<file path="src/rtl/fetch_stage.sv">
// Instruction fetch stage: PC register plus IF/ID pipeline register with stall and branch flush.
// Optional performance counters are enabled by defining FETCH_PERF_CNT_EN.
module fetch_stage (
    input  logic        clk,
    input  logic        rst_n,
    input  logic        freeze,
    input  logic        branch_taken,
    input  logic [31:0] branch_addr,
    output logic [31:0] inst_addr,
    input  logic [31:0] instruction,
    output logic [31:0] if_pc,
    output logic [31:0] if_inst,
    output logic        if_valid
`ifdef FETCH_PERF_CNT_EN
   ,output logic [31:0] fetch_count,
    output logic [31:0] stall_count
`endif
);

    logic [31:0] pc_q;
    logic [31:0] pc_next;
    logic [31:0] pc_plus4;

    logic [31:0] if_pc_q;
    logic [31:0] if_pc_next;
    logic [31:0] if_inst_q;
    logic [31:0] if_inst_next;
    logic        if_valid_q;
    logic        if_valid_next;

    // Branch outranks freeze; advance only when neither redirect nor stall is active.
    logic        do_flush;
    logic        do_advance;
    logic        do_stall;

    assign do_flush   = branch_taken;
    assign do_advance = !branch_taken && !freeze;
    assign do_stall   = !branch_taken && freeze;

    assign pc_plus4 = pc_q + 32'd4;

    always_comb begin
        pc_next       = pc_q;
        if_pc_next    = if_pc_q;
        if_inst_next  = if_inst_q;
        if_valid_next = if_valid_q;
        if (do_flush) begin
            pc_next       = {branch_addr[31:2], 2'b00};
            if_pc_next    = 32'd0;
            if_inst_next  = 32'd0;
            if_valid_next = 1'b0;
        end else if (do_advance) begin
            pc_next       = pc_plus4;
            if_pc_next    = pc_plus4;
            if_inst_next  = instruction;
            if_valid_next = 1'b1;
        end
    end

    always_ff @(posedge clk or negedge rst_n) begin
        if (!rst_n) begin
            pc_q       <= 32'd0;
            if_pc_q    <= 32'd0;
            if_inst_q  <= 32'd0;
            if_valid_q <= 1'b0;
        end else begin
            pc_q       <= pc_next;
            if_pc_q    <= if_pc_next;
            if_inst_q  <= if_inst_next;
            if_valid_q <= if_valid_next;
        end
    end

    // inst_addr comes straight from the PC flop so memory sees no input-to-address path.
    assign inst_addr = pc_q;
    assign if_pc     = if_pc_q;
    assign if_inst   = if_inst_q;
    assign if_valid  = if_valid_q;

`ifdef FETCH_PERF_CNT_EN
    logic [31:0] fetch_count_q;
    logic [31:0] stall_count_q;

    always_ff @(posedge clk or negedge rst_n) begin
        if (!rst_n) begin
            fetch_count_q <= 32'd0;
            stall_count_q <= 32'd0;
        end else begin
            if (do_advance) fetch_count_q <= fetch_count_q + 32'd1;
            if (do_stall)   stall_count_q <= stall_count_q + 32'd1;
        end
    end

    assign fetch_count = fetch_count_q;
    assign stall_count = stall_count_q;
`else
    logic unused_stall;
    assign unused_stall = do_stall;
`endif

endmodule

</file>
<file path="config.mk">
export PLATFORM = sky130hd
export DESIGN_NAME = fetch_stage
export DESIGN_NICKNAME = d
export VERILOG_FILES = /design/src/rtl/fetch_stage.sv
export SDC_FILE = /design/constraint.sdc
export NUM_CORES = 1
export LEC_CHECK = 0
export ABC_AREA = 1
export CAP_MARGIN = 25
export CORE_ASPECT_RATIO = 2
export CORE_MARGIN = 3
export CORE_UTILIZATION = 32
export CTS_CLUSTER_SIZE = 25
export DETAILED_ROUTE_END_ITERATION = 12
export PLACE_DENSITY_LB_ADDON = 0.05
export SLEW_MARGIN = 20
export SYNTH_ARGS = -nofsm -noshare
export SYNTH_HDL_FRONTEND = slang
export SYNTH_SLANG_ARGS = --single-unit
</file>
<file path="constraint.sdc">
create_clock -name clk -period 2.85 [get_ports clk]
set_input_delay 0.57 -clock clk [delete_from_list [all_inputs] [get_ports clk]]
set_output_delay 0.57 -clock clk [all_outputs]
set_load 0.01 [all_outputs]
</file>
-- Word level (Yosys, flattened, before mapping)
Index checks and enable logic that the tools add are counted.
- register bits: 97
- output and inout port bits: 97
- word-level logic and storage cells: 16
- add/subtract/negate cells: 1
- muxes and demuxes: 7
- reductions and logical operators: 4
- operator list (operator ; number):
    two-way mux 32 bit ; 5
    adder 32 x 3 -> 32 bit, second input constant ; 1
    logical NOT 1 bit ; 2
    two-way mux 1 bit ; 2
    nonzero test 2 bit ; 1
    logical AND 1 bit ; 1

-- Longest topological paths before layout
- depth in word-level cells: 4
- gate-level depth with buffers: 10
- mapped depth without buffers: 10

-- Worst setup path after synthesis
Ideal clock, no wire load.
- path type: in2reg
- start: input port branch_taken
- end: register if_inst_q[18] (netlist: if_inst[18])
- library setup time: 0.066 ns
- arrival: 1.392 ns
- required time: 2.784 ns
- setup slack: 1.392 ns
- stages on the path: 5
- path buffers: 3
- cells stage by stage: buf_2 nor2_1 buf_2 buf_2 a22o_1
- cells in the longest elaborated chain, start to end: 3
- elaborated cells on any way between the ends: 4
- those cells by class: mux: 1; reduce/logical: 3
- RTL lines (element ; line ; RTL):
    start, declared ; 7 ; input logic branch_taken,
    logical NOT 1 bit ; - ;
    logical AND 1 bit ; 37 ; assign do_advance = !branch_taken && !freeze;
    nonzero test 2 bit (no line) ; - ;
    end signal, assigned ; 69 ; if_inst_q <= if_inst_next;
    end, declared ; 26 ; logic [31:0] if_inst_q;
Parallel ways exist; a longest one is shown, timed or not.
A chain may end at the register's enable or synchronous reset.

-- Worst setup path after layout
- start: register pc_q[10] (netlist: inst_addr[10])
- end: output port inst_addr[10]
- RTL lines (element ; line ; RTL):
    start, declared ; 20 ; logic [31:0] pc_q;
    start signal, assigned ; 67 ; pc_q <= pc_next;
    end, declared ; 9 ; output logic [31:0] inst_addr,
No word-level cell between the ends.

==> summary.txt <==
Power and ir drop
  – VDD IR max: 0.2763 mV
  – Total chip power: 3.425 mW
  – Static leakage: 3.084 nW
  – Pwr Density: 526.1 nW/um2

Worst hold path
  – HP Class: input pin to asynchronous set/reset pin

Synth
  – Ys async rst share: 1.000
  – Synth top area share: 0.5291
  – Register area share after synthesis: 0.5291
  – Synth cell count leaders: 217 x nand2_1, 94 x dfrtp_1, 53 x inv_1
  – Yosys top cell by area: dfrtp_1
  – Synthesis-stage register bit count: 94
  – Avg Synthesized Cell Area: 8.127 um2
  – Synth area leaders: dfrtp_1 53%, nand2_1 18%, a22o_1 7.5%
  – Post-synth EDFFs: 0
  – Cells after Synth: 547
  – Synth warn: 0
  – Most numerous cell in the Yosys netlist: nand2_1
  – Prevailing post-synth register cell: dfrtp_1
  – Distinct cells, synth: 21
  – Post-Syn Area: 4446 um2

Placed design
  – Pre-CTS setup slack: 515.0 ps
  – Buffers added on ports: 160
  – DP HPWL: 10690 um
  – Placed Instances: 846
  – Area after DPL: 6212 um2
  – Final RePlAce weighted congestion: 0.9669

GRT
  – Largest net degree at the start of global routing: 76
  – Initial antenna violation count: 0
  – GRT Total Usage: 0.1935
  – GRT Residual Overflow: 0
  – Global-route wire length before repair: 22870 um
  – Number of global-route vias before repair: 4387

Routing
  – DR pass1 iterations: 5
  – Antenna-violating nets left: 0
  – Post-route DRC violation count: 0
  – Post-DR wirelength/cell: 16.52 um
  – Final wirelength: 14240 um
  – First-iteration detailed-routing DRC count: 160
  – Vias per std cell: 4.810
  – Vias: 4146

Status
  – Outcome: completed

Worst setup path
  – Worst path required time: 2280 ps
  – Delay-heaviest family, CP: buffers and inverters
  – CP max FO: 5
  – Critical Path, Cell by Cell: clkdlybuf4s50_1
  – Arr. time, crit path: 1390 ps
  – Slowest CP cell: clkdlybuf4s50_1
  – CP Launch Type: flop
  – CP endpoint kind: output pin
  – Setup CP Type: flop to output pin
  – Worst path bufs/invs: 1
  – Worst stage delay on the critical path: 580 ps

STA
  – Max frequency: 510.3 MHz
  – Setup ws final: 890.4 ps
  – Setup TNS: 0 ps
  – Pin slew with the least headroom to its limit: 656.2 ps
  – Max Slew Vio Count: 0
  – RSZ-0062 raised after global routing: no
  – Hold Vio Cnt, Final: 0
  – Fin crit share: 0.6876
  – Final Critical Period: 1960 ps
  – Hold slack final: 214.4 ps
  – Clk_skew: 8.505 ps
  – Relative slew slack: 0.5620
  – Setup violations, final: 0

Floorplan
  – Starting Density: 0.3290
  – Die width: 89.35 um
  – Core outline area: 13510 um2
  – Die Y: 172.7 um
  – Die area: 15430 um2
  – Row count: 60
  – Io pins: 165

CTS
  – Number of hold buffers added after cts: 0
  – Worst-skew pair later-pin latency: 350 ps
  – CTS tree: yes
  – Clk slew on worst S/H paths: 70 ps
  – Total CTS buffers: 9
  – Clk sinks: 94
  – Root buffer cell: clkbuf_16
  – Max Buffers Root-to-Sink: 2
  – Post-CTS setup buffer count: 0
  – H-tree Lvls: 3
  – Post-cts repair resize count: 0

Finish
  – Fin cells: 862
  – # diodes: 0
  – Finished Core Util: 0.4818
  – Layout cell share with drive strength beyond 1: 0.04668
  – Fin nets: 771
  – Fin area: 6510 um2
  – Layout area overhead: 46.44%

Flow run
  – Max cap viols: 0
==> flip-flops by register name, summed over array words and instances (netlist names) <==
register and count:
if_inst 32, if_pc 31, if_valid 1, inst_addr 30
==> layout by cell type, fill, tap and decap left out, types with 3 or more instances in the layout <==
master,instances
nor2_2,3
a22o_1,38
nor2_1,47
o21ai_0,15
clkbuf_16,9
inv_1,53
clkdlybuf4s50_1,159
o211ai_1,6
buf_4,5
xor2_1,7
nand2_1,217
nor2_4,5
dfrtp_1,94
nand3_1,31
inv_6,3
==> path summary, 6_finish.rpt <==
check	from	end	slack, ps	cells after the start
worst max-delay path	inst_addr[10]	inst_addr[10]	890	1
worst min-delay path	rst_n	inst_addr[17]	210	1
worst max register to register	inst_addr[4]	inst_addr[11]	1190	5
worst min register to register	if_pc[20]	if_pc[20]	480	2
max in group asynchronous	rst_n	inst_addr[3]	1950	2
min in group clk	if_pc[20]	if_pc[20]	480	2
==> kinds of logic after synthesis <==
logic type,synth area share
buffers and inverters,0.07008
adders and majority gates,0.002814
AOI/OAI and AO/OA,0.1053
and+or+nand+nor,0.2761
DFF,0.5291
other,0.0008435
xor gates and xnor gates,0.01576
==> final cells by class <==
| type | instances | area, um2 |
|---|---|---|
| clock inverter | 6 | 68.82 |
| timing repair buffer | 166 | 1669 |
| fill | 1355 | 7003 |
| multi-input combinational | 378 | 1798 |
| sequential | 94 | 2352 |
| inverter | 53 | 198.9 |
| tap | 155 | 193.9 |
| clock buffer | 10 | 229.0 |
==> per-layer routing <==
metal	up-vias	track usage	part of all wire
met5	-	0	0
met4	0	0.06460	0.023
met3	18	0.04673	0.056
met2	125	0.3593	0.57
met1	1968	0.2032	0.35
li1	2035	-	-
==> report_power, final <==
group          internal (mW)  switching, mW  total, mW
sequential              1.43          0.104       1.54
clock                  0.689          0.551       1.24
combinational          0.345          0.301      0.646
No activity file was read; power rests on OpenSTA's default activity.
